File: src/rtl/lfsr_pkg.sv
// Shared LFSR constants: maximal-length feedback masks and the default seed.
package lfsr_pkg;

  localparam logic [7:0]  LFSR_W8_TAPS      = 8'hB8;
  localparam logic [15:0] LFSR_W16_TAPS     = 16'hB400;
  localparam logic [31:0] LFSR_W32_TAPS     = 32'h80200003;
  localparam logic [31:0] LFSR_DEFAULT_SEED = 32'd1;

endpackage

File: src/rtl/lfsr_stream_if.sv
// Ready/valid output stream carrying one LFSR word per transfer.
interface lfsr_stream_if #(
  parameter int WIDTH = 8
);

  logic [WIDTH-1:0] out_data;
  logic             out_valid;
  logic             out_ready;

  modport master (
    output out_data,
    output out_valid,
    input  out_ready
  );

  modport slave (
    input  out_data,
    input  out_valid,
    output out_ready
  );

endinterface

File: src/rtl/lfsr_step.sv
// Combinational Fibonacci LFSR advance: applies STEP single shifts of state using the TAPS mask.
module lfsr_step
  import lfsr_pkg::*;
#(
  parameter int               WIDTH = 8,
  parameter logic [WIDTH-1:0] TAPS  = WIDTH'(LFSR_W8_TAPS),
  parameter int               STEP  = 1
) (
  input  logic [WIDTH-1:0] state,
  output logic [WIDTH-1:0] state_next
);

  // Unrolled chain of single shifts; new bit enters at the LSB.
  always_comb begin
    state_next = state;
    for (int i = 0; i < STEP; i++) begin
      state_next = {state_next[WIDTH-2:0], ^(state_next & TAPS)};
    end
  end

endmodule

File: src/rtl/lfsr_stream.sv
// Parametrised LFSR word generator with ready/valid output, runtime seed load and multi-shift advance.
// Optional period counter ports are enabled by defining LFSR_STREAM_PERIOD_EN.
module lfsr_stream
  import lfsr_pkg::*;
#(
  parameter int               WIDTH = 8,
  parameter logic [WIDTH-1:0] TAPS  = WIDTH'(LFSR_W8_TAPS),
  parameter logic [WIDTH-1:0] SEED  = WIDTH'(LFSR_DEFAULT_SEED),
  parameter int               STEP  = 1
) (
  input  logic              clk,
  input  logic              rst,
  input  logic              en,
  input  logic              seed_load,
  input  logic [WIDTH-1:0]  seed,
  lfsr_stream_if.master     stream,
  output logic              zero_seed_err
`ifdef LFSR_STREAM_PERIOD_EN
  ,
  output logic [WIDTH-1:0]  period_cnt,
  output logic              period_done,
  output logic [WIDTH-1:0]  period_last
`endif
);

  if (WIDTH < 3 || WIDTH > 32) begin : g_bad_width
    $error("lfsr_stream: WIDTH must be within 3..32");
  end
  if (SEED == '0) begin : g_bad_seed
    $error("lfsr_stream: SEED must be nonzero");
  end
  if (TAPS == '0) begin : g_bad_taps
    $error("lfsr_stream: TAPS must be nonzero");
  end
  if (STEP < 1 || STEP > WIDTH) begin : g_bad_step
    $error("lfsr_stream: STEP must be within 1..WIDTH");
  end

  logic [WIDTH-1:0] state;
  logic [WIDTH-1:0] state_next;
  logic [WIDTH-1:0] load_value;
  logic             adv;

  lfsr_step #(
    .WIDTH (WIDTH),
    .TAPS  (TAPS),
    .STEP  (STEP)
  ) u_step (
    .state      (state),
    .state_next (state_next)
  );

  // A zero seed would lock the register, so the reset seed stands in for it.
  assign load_value = (seed == '0) ? SEED : seed;
  assign adv        = en & ~seed_load & (~stream.out_valid | stream.out_ready);

  always_ff @(posedge clk) begin
    if (rst) begin
      state            <= SEED;
      stream.out_data  <= '0;
      stream.out_valid <= 1'b0;
      zero_seed_err    <= 1'b0;
    end else if (seed_load) begin
      state            <= load_value;
      stream.out_valid <= 1'b0;
      if (seed == '0) begin
        zero_seed_err <= 1'b1;
      end
    end else if (adv) begin
      stream.out_data  <= state;
      stream.out_valid <= 1'b1;
      state            <= state_next;
    end else if (stream.out_valid && stream.out_ready) begin
      stream.out_valid <= 1'b0;
    end
  end

`ifdef LFSR_STREAM_PERIOD_EN
  logic [WIDTH-1:0] ref_seed;

  // The period closes on the advance that brings the state back to the last loaded seed.
  always_ff @(posedge clk) begin
    if (rst) begin
      ref_seed    <= SEED;
      period_cnt  <= '0;
      period_done <= 1'b0;
      period_last <= '0;
    end else begin
      period_done <= 1'b0;
      if (seed_load) begin
        ref_seed   <= load_value;
        period_cnt <= '0;
      end else if (adv) begin
        if (state_next == ref_seed) begin
          period_done <= 1'b1;
          period_last <= period_cnt + WIDTH'(1);
          period_cnt  <= '0;
        end else begin
          period_cnt <= period_cnt + WIDTH'(1);
        end
      end
    end
  end
`endif

endmodule

File: src/flat_wrapper.sv
// flat-port wrapper written by rule: the top's interface ports become plain ports
module lfsr_stream_flat import lfsr_pkg::*;
#(
  parameter int               WIDTH = 8,
  parameter logic [WIDTH-1:0] TAPS  = WIDTH'(LFSR_W8_TAPS),
  parameter logic [WIDTH-1:0] SEED  = WIDTH'(LFSR_DEFAULT_SEED),
  parameter int               STEP  = 1
)
  (clk, rst, en, seed_load, seed, zero_seed_err, stream_out_data, stream_out_valid, stream_out_ready);
  lfsr_stream_if #(.WIDTH(WIDTH)) stream_i ();
  input  logic clk;
  input  logic rst;
  input  logic en;
  input  logic seed_load;
  input  logic [WIDTH-1:0] seed;
  output logic zero_seed_err;
  output wire logic [$bits(stream_i.out_data)-1:0] stream_out_data;
  output wire logic [$bits(stream_i.out_valid)-1:0] stream_out_valid;
  input wire logic [$bits(stream_i.out_ready)-1:0] stream_out_ready;
  assign stream_out_data = stream_i.out_data;
  assign stream_out_valid = stream_i.out_valid;
  assign stream_i.out_ready = stream_out_ready;
  lfsr_stream #(.WIDTH(WIDTH), .TAPS(TAPS), .SEED(SEED), .STEP(STEP)) u_core (.clk(clk), .rst(rst), .en(en), .seed_load(seed_load), .seed(seed), .stream(stream_i), .zero_seed_err(zero_seed_err));
endmodule
File: config.mk
export PLATFORM = sky130hd
export DESIGN_NAME = lfsr_stream_flat
export DESIGN_NICKNAME = d
export VERILOG_FILES = /design/src/rtl/lfsr_pkg.sv /design/src/rtl/lfsr_stream_if.sv /design/src/rtl/lfsr_step.sv /design/src/rtl/lfsr_stream.sv /design/src/flat_wrapper.sv
export SDC_FILE = /design/constraint.sdc
export NUM_CORES = 1
export LEC_CHECK = 0
export CAP_MARGIN = 5
export CORE_MARGIN = 2
export CORE_UTILIZATION = 40
export DETAILED_ROUTE_END_ITERATION = 6
export PLACE_DENSITY = 0.8
export SYNTH_ARGS = -nofsm -noshare
export SYNTH_HDL_FRONTEND = slang
export SYNTH_SLANG_ARGS = --single-unit
File: constraint.sdc
create_clock -name clk -period 1.1 [get_ports clk]
set_input_delay 0.22 -clock clk [delete_from_list [all_inputs] [get_ports clk]]
set_output_delay 0.22 -clock clk [all_outputs]
set_load 0.01 [all_outputs]
After elaboration in Yosys (flattened, before gate mapping)
Index checks and enable logic that the tools add are counted.
- bits in registers: 18
- logic and storage cells: 22
- output and inout bits: 10
- bits of input ports: 13
- mux-type cells: 5
- reduce and logical (&&, ||, !) cells: 8
- bitwise logic cells: 5
- operator list (cell ; number):
    8-bit 2-to-1 mux ; 3
    8-bit logical NOT ; 1
    8-bit parity ; 1
    2-bit AND reduction ; 2
    2-bit nonzero test ; 2
    1-bit bitwise AND ; 2
    1-bit 2-to-1 mux ; 2
    1-bit inverter ; 2
    2-bit OR reduction ; 1
    1-bit logical AND ; 1
    1-bit bitwise OR ; 1

Longest topological paths before layout
Gate-level depths: netlist (run 1).
- depth after elaboration: 5
- mapped depth: 6
- mapped depth without buffers: 4

By module
Synthesis (run 1) repeated with hierarchy kept, for this count alone.
- cells, all modules: 106
- area, all modules: 1009.7 µm²
- modules (own cells, without submodules) (module ; cells each ; sequential area each (µm²) ; area an instance (µm²) ; times used):
    lfsr_stream ; 96 ; 360.3 ; 930.9 ; 1
    lfsr_step ; 10 ; 0.0 ; 78.8 ; 1

Worst setup path before layout (run 1)
No wires, ideal clock.
- kind: register to register
- start: register u_core.stream.out_valid
- end: register u_core.state[6]
- library setup time: 0.136 ns
- path slack: -0.196 ns
- arrival: 1.160 ns
- required time: 0.964 ns
- stages on the path, launching flop included: 7
- period minus slack after synthesis: 1.296 ns
- path buffers: 2
- path through: dfxtp_1 -> nor2b_4 -> nand2b_4 -> buf_12 -> buf_12 -> mux2i_1 -> a211oi_2
- cells in the longest elaborated chain, start to end: 4
- RTL lines (item ; RTL line ; text):
    start, declared ; lfsr_stream_if.sv:12 ; output out_valid,
    start signal, assigned ; lfsr_stream.sv:61 ; stream.out_valid <= 1'b0;
    start signal, assigned ; lfsr_stream.sv:65 ; stream.out_valid <= 1'b0;
    start signal, assigned ; lfsr_stream.sv:71 ; stream.out_valid <= 1'b1;
    1-bit inverter ; lfsr_stream.sv:55 ; assign adv = en & ~seed_load & (~stream.out_valid | stream.out_ready);
    1-bit bitwise OR ; lfsr_stream.sv:55 ;
    1-bit bitwise AND ; lfsr_stream.sv:55 ;
    2-bit nonzero test (no line) ; -- ;
    end signal, assigned ; lfsr_stream.sv:64 ; state <= load_value;
    end signal, assigned ; lfsr_stream.sv:72 ; state <= state_next;
    end, declared ; lfsr_stream.sv:39 ; logic [WIDTH-1:0] state;
No other way between the ends.
A chain may end at the register's enable or synchronous reset.

Worst setup path in the final report (run 1)
- start: register u_core.stream.out_valid
- end: register u_core.state[3]
Same word-level chain as after synthesis.

==> metrics.sh, run 1 <==
OUTCOME='complete, but fails checks'
VIOLATIONS='setup timing'
POSTSYNTHCELLCOUNT=86
WORSTMARGINPINSLEW_NS=0.190
MIN_PATH_CELLS=3
DIE-WIDTH_UM=49.2
ANTENNA_FOUND_INITIAL=0
CLOCK_TREE.ROOT_CELL='sky130_fd_sc_hd__clkbuf_4'
FINALWIRELENGTH_UM=1860
DETAIL-ROUTE-ANTENNA-NETS=0
VDD_DROP_MAX_uV=665
MAPPEDNETLISTAREA_UM2=816
GROUTE.LAYER.MET2.USAGE_PCT=25.5
VIAS_IN_THE_FIRST_GLOBAL_ROUTE=701
CTS_HTREE_LEVELS=1
PLACEMENT_ROWS=16
LATEST_CLOCK_ARRIVAL_WITHIN_THE_WORST_SKEW_PAIR_NS=0.29
MIN_CYCLE_TIME_LAYOUT_NS=1.15
PIN_COUNT_OF_THE_BIGGEST_NET_ENTERING_GLOBAL_ROUTING=13
FILLERINSTANCES=178
DIE-AREA_UM2=2420
LARGEST_FANOUT_ON_THE_CRITICAL_PATH=6
GRT-OVFL-TOTAL=0
PRE_CTS_WS_NS=-0.457
NUMPORTBUFFERS=22
MULTI_INPUT_COMB_AREA_UM2=450
GROUTE.LAYER.MET1.USAGE_PCT=19.2
SYN_TO_FINAL_GROWTH_PCT=49.2
DIE_Y_UM=49.2
FIN_SKEW_NS=0.00257
TRITONCTS_NUM_SINKS=18
ROUTE.DETAILED.WL_PER_INST_UM=12.1
MAX_FREQ_MHz=870
SETUP_TNS_NS=-0.300
SYNTH_SEQ_CELLS=18
CTS_MADE_BUFFERS=3
GR-USAGE-MET3_PCT=3.99
SYNTH.NET_COUNT=99
MAX-CLOCK-PATH-BUFFERS=2
SYN-MEAN-INSTANCE-AREA_UM2=9.49
CRITPATHKIND='flip-flop to flip-flop'
FINAL_HOLD_VIOL_COUNT=0
TIMING.RR.START='u_core.stream.out_valid'
YS_WARN_COUNT=0
CELLPOWERDENSITY_nW_PER_UM2=1140
ENDPOINT_KIND='flip-flop'
CRIT_PATH_MAX_INCR_DELAY_NS=0.33
DETAILED_PLACE_HPWL_UM=1260
WORST-R2R-SETUP-SLACK_NS=-0.05
GRTUSAGETOTAL_PCT=15.7
DRV_CAP=0
BOUNDARYPINS=23
STATIC-LEAKAGE-POWER_nW=0.536
TRITONCTS='yes'
WORSTSETUPSTARTPOINT='u_core.stream.out_valid'
TIMING.FINAL.CRIT_SHARE_PCT=104
MIN_PATH_TYPE='primary input to flip-flop'
FIRST_ITER_VIOLATIONS=9
LAYOUT_SETUP_WS_NS=-0.0493
CP_CELL_SEQUENCE='nor2b_4 -> nand2b_4 -> mux2i_1 -> a211oi_2'
SLEW_HEADROOM_PCT=86.9
NUM_ANTENNA_CELLS=0
POST_DP_CELL_AREA_UM2=1140
TIMING_MAX_TRANSITION_VIOLATIONS_FINAL=0
START_UTIL_PCT=42.0
TIMING.FINAL.SETUP_VIOLATIONS=15
ROUTABILITYCONGESTION=0.672
WIRE_LENGTH_OF_THE_FIRST_GLOBAL_ROUTING_PASS_UM=2940
SYNTH_CELL_TYPE_COUNT=20
DESIGN.FINAL.NETS=140
VIA_COUNT=743
RSZ0062_AT_GRT='true'
DRIVE_ABOVE_1_SHARE_PCT=40.5
ROUTED_VIA_DENSITY=4.86
REGISTER_AREA_UM2=363
CRITICAL_PATH.STARTPOINT_TYPE='flip-flop'
CORE_UM2=1940
CTS.REPORTEDPATHS.CLKPINSLEW_NS=0.10
CP_SLOWEST_CELL='sky130_fd_sc_hd__dfxtp_2'
HOLD_PATH_STARTPOINT='seed[5]'
FINALHOLDWORSTSLACK_NS=0.373
POWER_mW=1.39
REG2REGPATHDEPTH=4
POST-ROUTE-CELL-AREA_UM2=1220
YOSYSSEQAREASHARE_PCT=44.2
CRIT_ARRIVAL_NS=1.33
DRC=0
TIMING.CRITICAL_PATH.REQUIRED_NS=1.28
GR-MAX-USAGE-LAYER='met2'
DETAILED_ROUTER_ITERATION_COUNT_BEFORE_ANTENNA_REPAIR=4
## flip-flops by register name, summed over array words and instances (netlist names)
register                 cells
u_core.zero_seed_err         1
u_core.stream.out_valid      1
u_core.state                 8
u_core.stream.out_data       8
## power breakdown
part,switching (mW),total (mW),internal (mW)
registers,0.0265,0.714,0.688
logic,0.127,0.278,0.150
clock network,0.192,0.393,0.202
## worst paths after layout
kind                                             endpoint
worst min-delay path                      u_core.state[5]
worst max register to register            u_core.state[3]
worst min register to register  u_core.stream.out_data[7]
worst max-delay path                      u_core.state[3]
## cells in the final DEF (no fill, tap or decap), drive strengths merged, types with 7 or more instances in the layout
cell type | synthesis | routed
buf | 2 | 19
dfxtp | 18 | 18
clkbuf | 4 | 13
a21oi | 9 | 9
o21ai | 9 | 9
mux2i | 8 | 8
nor2 | 8 | 8
dlygate4sd2 | 0 | 8
nand2 | 8 | 8
a211oi | 7 | 7
## timing repair
action | CTS | global route
hold buffers | 0 | 0
gates cloned | 1 | 0
setup buffers | 0 | 4
setup endpoints to repair | 27 | 27
pin swaps | 6 | 10
gates resized for setup | 35 | 23
## layer usage
| layer | routed length [µm] | part of all wire [%] |
|---|---|---|
| met1 | 813 | 44 |
| met2 | 958 | 52 |
| met3 | 85 | 4.6 |
| met4 | 0 | 0 |
| met5 | 0 | 0 |
## Yosys cell counts, drive strengths merged
library cell   n  share of area [%]
buf            2                4.9
nand2b         1                1.7
a211oi         7                7.1
dfxtp         18                 44
nor3           2                1.2
xnor2          2                2.1
nor2           8                3.7
or4            2                1.8
nor3b          1                1.5
nor2b          1                1.7
a21oi          9                5.5
o21ba          1                1.2
xor2           1                1.1
clkbuf         4                1.8
mux2i          8                9.8
inv            1               0.46
o21ai          9                5.5
o21bai         1               0.92
nand2          8                3.7
## through the flow
step / util [%] / instances
after floorplan: - / 86
after global placement: 59.0 / 144
after detailed placement: 59.0 / 144
after CTS: 61.7 / 149
after global routing: 62.7 / 153
final: 62.7 / 153
## cell type report
cell class | count | share of cell area (%)
well taps | 27 | 2.77
clock buffers | 4 | 2.98
multi-input cells | 62 | 37.0
inverters | 1 | 0.617
flip-flops and latches | 18 | 29.8
repair buffers | 41 | 26.8
## critical path: cells and delay by family (launching register included)
family	cells	cell delay [ns]
multiplexers	1	0.25
AND/OR/NAND/NOR	2	0.37
AO/OA/AOI/OAI	1	0.09
flip-flops	1	0.33
## cell families after synthesis
group,Yosys count,share of synthesized area [%]
flops,18,44.2
buf+inv,7,7.21
xor+xnor,3,3.22
compound gates,27,20.2
simple gates,23,15.3
mux,8,9.82
(Power assumes the default switching activity.)
==> run 2, diff against run 1 <==
--- a/config.mk
+++ b/config.mk
@@ -7,9 +7,9 @@
 export LEC_CHECK = 0
 export CAP_MARGIN = 5
 export CORE_MARGIN = 2
-export CORE_UTILIZATION = 40
+export CORE_UTILIZATION = 41
 export DETAILED_ROUTE_END_ITERATION = 6
-export PLACE_DENSITY = 0.8
+export PLACE_DENSITY = 0.82
 export SYNTH_ARGS = -nofsm -noshare
 export SYNTH_HDL_FRONTEND = slang
 export SYNTH_SLANG_ARGS = --single-unit
==> metrics.sh, run 2 (synthesized netlist as in run 1, its figures left out) <==
FIN_UTIL_PCT=60.6
FILLERINSTANCES=184
INSTANCES_NO_FILL=144
OUTCOME='complete, but fails checks'
CRIT_PATH_MAX_INCR_DELAY_NS=0.33
LARGEST_REGISTERS='u_core.state x8, u_core.stream.out_data x8'
VDD_DROP_MAX_uV=796
TRITONCTS_NUM_SINKS=18
CORE_UM2=1920
PLACEMENT_ROWS=16
LAYOUT_SETUP_WS_NS=-0.0634
DETAILED_PLACE_HPWL_UM=1240
SEQ_POWER_SHARE_PCT=51.8
SWITCHING_FRACTION_OF_TOTAL_POWER_PCT=26.2
P_COMB_SHARE_PCT=18.8
BOUNDARYPINS=23
WL_MET3_UM=94
CRITICAL_PATH.MOST_COMMON_CELL='sky130_fd_sc_hd__buf_6'
LATEST_CLOCK_ARRIVAL_WITHIN_THE_WORST_SKEW_PAIR_NS=0.30
DETAILED_ROUTER_ITERATION_COUNT_BEFORE_ANTENNA_REPAIR=4
TIMING.RR.START='u_core.stream.out_valid'
POST-ROUTE-CELL-AREA_UM2=1160
WL_MET2_UM=1050
CTS.REPORTEDPATHS.CLKPINSLEW_NS=0.10
WORST-R2R-SETUP-SLACK_NS=-0.06
GRT-OVFL-TOTAL=0
ENDPOINT_KIND='flip-flop'
START_UTIL_PCT=42.4
RSZ0062_AT_GRT='true'
CTS_HTREE_LEVELS=1
TIMING_MAX_TRANSITION_VIOLATIONS_FINAL=0
TIMING.FINAL.CRIT_SHARE_PCT=106
ROUTABILITYCONGESTION=0.750
POWER_mW=1.39
ROUTE.DETAILED.WL_PER_INST_UM=13.6
POST_DP_CELL_AREA_UM2=1090
VIOLATIONS='setup timing'
CTS_HOLD_REPAIR.BUFFERS=0
GRTUSAGETOTAL_PCT=17.2
LARGEST_FANOUT_ON_THE_CRITICAL_PATH=8
PIN_COUNT_OF_THE_BIGGEST_NET_ENTERING_GLOBAL_ROUTING=11
CRITICAL_PATH_BUF_INV_COUNT=2
CP.DEPTH=6
FINALWIRELENGTH_UM=1960
PATH_DELAY_FAMILY='simple AND/OR/NAND/NOR gates'
MAX_FREQ_MHz=860
FIRST_ITER_VIOLATIONS=10
CLOCK_TREE.ROOT_CELL='sky130_fd_sc_hd__clkbuf_4'
DIE-WIDTH_UM=48.6
INTERNAL_POWER_mW=1.02
CP_SLOWEST_CELL='sky130_fd_sc_hd__dfxtp_2'
MIN_CYCLE_TIME_LAYOUT_NS=1.16
SETUP_TNS_NS=-0.614
MAX-CLOCK-PATH-BUFFERS=2
WORSTSETUPSTARTPOINT='u_core.stream.out_valid'
NUMPORTBUFFERS=22
PRE_CTS_WS_NS=-0.488
DIE_Y_UM=48.6
VIAS_IN_THE_FIRST_GLOBAL_ROUTE=693
VIA_COUNT=757
FINALHOLDWORSTSLACK_NS=0.334
WORSTMARGINPINSLEW_NS=0.257
SLEW_HEADROOM_PCT=82.8
TRITONCTS='yes'
FRACTION_OF_POWER_CONSUMED_BY_THE_CLOCK_NETWORK_PCT=29.4
WORST_SETUP_PATH_END='u_core.stream.out_data[7]'
DESIGN.FINAL.NETS=131
ROUTE.LAYER.MET1.WL_UM=774
NUM_ANTENNA_CELLS=0
ANTENNA_FOUND_INITIAL=0
DIE-AREA_UM2=2360
DETAIL-ROUTE-ANTENNA-NETS=0
SYN_TO_FINAL_GROWTH_PCT=42.8
CRIT_ARRIVAL_NS=1.40
PLACEDCELLCOUNT=139
CTS_SETUP_BUFFERS=0
CRITICAL_PATH.STARTPOINT_TYPE='flip-flop'
FIN_SKEW_NS=0.00229
CP_CELL_SEQUENCE='nor2b_4 -> buf_6 -> nor3b_4 -> buf_6 -> nand2_2 -> a21oi_2'
WIRE_LENGTH_OF_THE_FIRST_GLOBAL_ROUTING_PASS_UM=3120
CRITPATHKIND='flip-flop to flip-flop'
TIMING.CRITICAL_PATH.REQUIRED_NS=1.34
DRIVE_ABOVE_1_SHARE_PCT=43.6
DRC=0
POWER_SWITCHING_mW=0.364
FINAL_HOLD_VIOL_COUNT=0
DRV_CAP=0
DR.MAX_LAYER_USED='met4'
REG2REG_TO='u_core.stream.out_data[7]'
CTS_MADE_BUFFERS=3
REG2REGPATHDEPTH=6
MOSTFREQUENTLAYOUTCELL='sky130_fd_sc_hd__dfxtp_1'
TIMING.FINAL.SETUP_VIOLATIONS=17
STATIC-LEAKAGE-POWER_nW=0.490
MIN_PATH_TYPE='primary input to flip-flop'
TOP_LIBRARY_CELLS_BY_USAGE_IN_THE_LAYOUT_FILL_AND_TAPS_ASIDE='sky130_fd_sc_hd__dfxtp_1 (15), sky130_fd_sc_hd__dlygate4sd2_1 (10), sky130_fd_sc_hd__nor2_1 (8), sky130_fd_sc_hd__buf_4 (8)'
CELLPOWERDENSITY_nW_PER_UM2=1190
ROUTED_VIA_DENSITY=5.26
==> run 2: changes by cell type in the layout (fill, tap and decap cells not counted), sizes merged, moves of 2 or more <==
cell | before | now
buf | 19 | 12
clkbuf | 13 | 11
clkdlybuf4s15 | 2 | 0
dlygate4sd2 | 8 | 10
==> run 2: worst reg2reg max path, cell delays in order, from the launching register on <==
cell and delay [ns]:
sky130_fd_sc_hd__dfxtp_2 0.33, sky130_fd_sc_hd__nor2b_4 0.12, sky130_fd_sc_hd__buf_6 0.11, sky130_fd_sc_hd__nor3b_4 0.17, sky130_fd_sc_hd__buf_6 0.17, sky130_fd_sc_hd__nand2_2 0.07, sky130_fd_sc_hd__a21oi_2 0.13
==> run 2: worst min path at each step <==
stage                    startpoint                        end  cells after the start
floorplan                        en    u_core.stream.out_valid                      2
global placement    u_core.state[6]  u_core.stream.out_data[6]                      2
detailed placement  u_core.state[6]  u_core.stream.out_data[6]                      2
CTS                         seed[2]            u_core.state[2]                      3
global route                seed[1]            u_core.state[1]                      3
finish                           en    u_core.stream.out_valid                      3
==> run 2: cell type report <==
class / count / area [µm²] / share of cell area (%)
flip-flops and latches: 18 / 364 / 31.3
clock buffers: 4 / 36.3 / 3.11
inverters: 1 / 3.75 / 0.322
well taps: 27 / 33.8 / 2.90
repair buffers: 32 / 248 / 21.3
multi-input cells: 62 / 479 / 41.1
==> run 2: per-layer routing <==
metal / vias to the layer above / global-route usage, %
met4: 0 / 10.0
li1: 368 / -
met2: 24 / 29.7
met5: - / 0
met3: 4 / 3.40
met1: 361 / 19.6
==> run 2: what timing repair did <==
| item | 4_1_cts | 5_1_grt |
|---|---|---|
| endpoints found under the setup margin | 27 | 26 |
| resized for setup | 34 | 33 |
| cloned | 1 | 0 |
| pin swaps | 9 | 6 |
==> run 2: power groups by stage <==
stage | registers (mW) | logic [mW] | clock network, mW
floorplan | 0.730 | 0.141 | 0
global placement | 0.727 | 0.242 | 0
detailed placement | 0.729 | 0.247 | 0
CTS | 0.714 | 0.240 | 0.416
global route | 0.723 | 0.286 | 0.445
finish | 0.717 | 0.261 | 0.408
==> run 3, diff against run 2 <==
--- a/config.mk
+++ b/config.mk
@@ -10,6 +10,7 @@
 export CORE_UTILIZATION = 41
 export DETAILED_ROUTE_END_ITERATION = 6
 export PLACE_DENSITY = 0.82
+export SETUP_SLACK_MARGIN = 0.4
 export SYNTH_ARGS = -nofsm -noshare
 export SYNTH_HDL_FRONTEND = slang
 export SYNTH_SLANG_ARGS = --single-unit
==> metrics.sh, run 3 (synthesized netlist as in run 1, its figures left out) <==
OUTCOME='complete, but fails checks'
VIOLATIONS='setup timing'
REG2REGPATHDEPTH=4
DESIGN.FINAL.NETS=132
WORSTMARGINPINSLEW_NS=0.243
CELLPOWERDENSITY_nW_PER_UM2=1150
SYN_TO_FINAL_GROWTH_PCT=47.9
CRITPATHKIND='flip-flop to flip-flop'
CRIT_ARRIVAL_NS=1.34
DETAILED_PLACE_HPWL_UM=1200
CTS.REPORTEDPATHS.CLKPINSLEW_NS=0.09
RSZ0062_AT_GRT='true'
ROUTE.DETAILED.WL_PER_INST_UM=11.2
ANTENNA_FOUND_INITIAL=0
DIE-WIDTH_UM=48.6
CRITICAL_PATH.STARTPOINT_TYPE='flip-flop'
MIN_PATH_CELLS=3
FILLERINSTANCES=180
MIN_PATH_TYPE='primary input to flip-flop'
TOP_LIBRARY_CELLS_BY_USAGE_IN_THE_LAYOUT_FILL_AND_TAPS_ASIDE='sky130_fd_sc_hd__buf_6 (14), sky130_fd_sc_hd__buf_4 (10), sky130_fd_sc_hd__dfxtp_2 (10)'
PIN_COUNT_OF_THE_BIGGEST_NET_ENTERING_GLOBAL_ROUTING=11
MOSTFREQUENTLAYOUTCELL='sky130_fd_sc_hd__buf_6'
POWER_SWITCHING_mW=0.345
SETUP_TNS_NS=-0.466
DETAILED_ROUTER_ITERATION_COUNT_BEFORE_ANTENNA_REPAIR=4
ENDPOINT_KIND='flip-flop'
VIA_COUNT=707
TRITONCTS_NUM_SINKS=18
STATIC-LEAKAGE-POWER_nW=0.486
FRACTION_OF_POWER_CONSUMED_BY_THE_CLOCK_NETWORK_PCT=29.1
DRC=0
NUM_ANTENNA_CELLS=0
TIMING.RR.START='u_core.stream.out_valid'
TRITONCTS='yes'
POST-ROUTE-CELL-AREA_UM2=1210
WIRE_LENGTH_OF_THE_FIRST_GLOBAL_ROUTING_PASS_UM=2760
TIMING.FINAL.CRIT_SHARE_PCT=105
LARGEST_FANOUT_ON_THE_CRITICAL_PATH=8
P_COMB_SHARE_PCT=18.9
DIE_Y_UM=48.6
FINALWIRELENGTH_UM=1620
FIN_SKEW_NS=0.00254
DETAIL-ROUTE-ANTENNA-NETS=0
SWITCHING_FRACTION_OF_TOTAL_POWER_PCT=25.0
DRV_CAP=0
ROUTABILITYCONGESTION=0.750
CTS_HTREE_LEVELS=1
CTS_MADE_BUFFERS=3
WORST-R2R-SETUP-SLACK_NS=-0.06
FINAL_HOLD_VIOL_COUNT=0
CLOCK_TREE.ROOT_CELL='sky130_fd_sc_hd__clkbuf_4'
MIN_TO='u_core.state[4]'
DIE-AREA_UM2=2360
MIN_CYCLE_TIME_LAYOUT_NS=1.16
DRIVE_ABOVE_1_SHARE_PCT=52.5
CORE_UM2=1920
GRTUSAGETOTAL_PCT=14.9
START_UTIL_PCT=42.4
MAX_FREQ_MHz=865
PRE_CTS_WS_NS=-0.468
LATEST_CLOCK_ARRIVAL_WITHIN_THE_WORST_SKEW_PAIR_NS=0.29
POST_DP_CELL_AREA_UM2=1100
SEQ_POWER_SHARE_PCT=52.0
ROUTED_VIA_DENSITY=4.88
LARGEST_REGISTERS='u_core.state x8, u_core.stream.out_data x8'
TIMING.CRITICAL_PATH.REQUIRED_NS=1.29
FIRST_ITER_VIOLATIONS=11
SLEW_HEADROOM_PCT=83.7
TIMING_MAX_TRANSITION_VIOLATIONS_FINAL=0
PLACEMENT_ROWS=16
TIMING.FINAL.SETUP_VIOLATIONS=16
BOUNDARYPINS=23
NUMPORTBUFFERS=22
MAX-CLOCK-PATH-BUFFERS=2
INTERNAL_POWER_mW=1.04
LAYOUT_SETUP_WS_NS=-0.0555
VIAS_IN_THE_FIRST_GLOBAL_ROUTE=653
CTS_HOLD_REPAIR.BUFFERS=0
GRT-OVFL-TOTAL=0
HOLD_PATH_STARTPOINT='seed[4]'
VDD_DROP_MAX_uV=639
REG2REG_TO='u_core.state[7]'
[run 3: cell types whose count changed in the layout (fill, tap and decap cells not counted), moves of 2 or more]
cell and delta:
sky130_fd_sc_hd__o21ai_0 +3, sky130_fd_sc_hd__clkbuf_2 -6, sky130_fd_sc_hd__buf_4 +2, sky130_fd_sc_hd__o21ai_1 -3
sky130_fd_sc_hd__dfxtp_1 -7, sky130_fd_sc_hd__dlygate4sd2_1 -8, sky130_fd_sc_hd__nand2_1 +4, sky130_fd_sc_hd__nand2_2 -3
sky130_fd_sc_hd__dfxtp_2 +7, sky130_fd_sc_hd__buf_6 +12
[run 3: worst max-delay path by stage]
stage	start	to	cells after the start
CTS	u_core.stream.out_valid	u_core.state[6]	4
global route	u_core.stream.out_valid	u_core.state[7]	4
finish	u_core.stream.out_valid	u_core.state[7]	4
floorplan	u_core.stream.out_valid	u_core.state[6]	6
global placement	seed[3]	u_core.state[0]	5
detailed placement	seed[3]	u_core.state[0]	5
[run 3: power groups by stage]
stage | clock [mW] | combinational (mW) | sequential, mW
after floorplan | 0 | 0.150 | 0.730
after global placement | 0 | 0.245 | 0.726
after detailed placement | 0 | 0.249 | 0.728
after CTS | 0.414 | 0.246 | 0.716
after global routing | 0.452 | 0.284 | 0.724
final | 0.402 | 0.261 | 0.718
[run 3: routing by layer]
layer,vias up,global-route usage [%],routed length [µm]
met5,-,0,0
met4,0,7.14,29
met3,5,5.86,107
met2,25,22.4,765
met1,312,18.6,721
li1,365,-,-
[run 3: critical path, stage by stage, from the launching register on]
cell	delay (ns)
sky130_fd_sc_hd__dfxtp_2	0.33
sky130_fd_sc_hd__nor2b_4	0.16
sky130_fd_sc_hd__nand2b_4	0.23
sky130_fd_sc_hd__mux2i_2	0.24
sky130_fd_sc_hd__a211oi_2	0.09
[run 3: stage by stage]
stage	util (%)	total power, mW	instances	hold slack [ns]
floorplan	-	0.880	86	0.365
global route	62.8	1.46	145	0.184
CTS	60.4	1.38	145	0.191
detailed placement	57.5	0.977	139	0.464
finish	62.8	1.38	145	0.198
global placement	57.5	0.972	139	0.455
[run 3: cell type report]
class                           instances  area (µm²)  area share [%]
Multi-Input combinational cell         62         459            38.1
Inverter                                1        3.75           0.311
Timing Repair Buffer                   33         300            24.9
Clock buffer                            4        36.3            3.01
Tap cell                               27        33.8            2.80
Sequential cell                        18         373            30.9
[run 3: what timing repair did]
| action | 4_1_cts | 5_1_grt |
|---|---|---|
| buffers inserted | 1 | 0 |
| setup endpoints to repair | 28 | 28 |
| gates cloned | 1 | 0 |
| pin swaps | 9 | 9 |
| resized for setup | 89 | 16 |
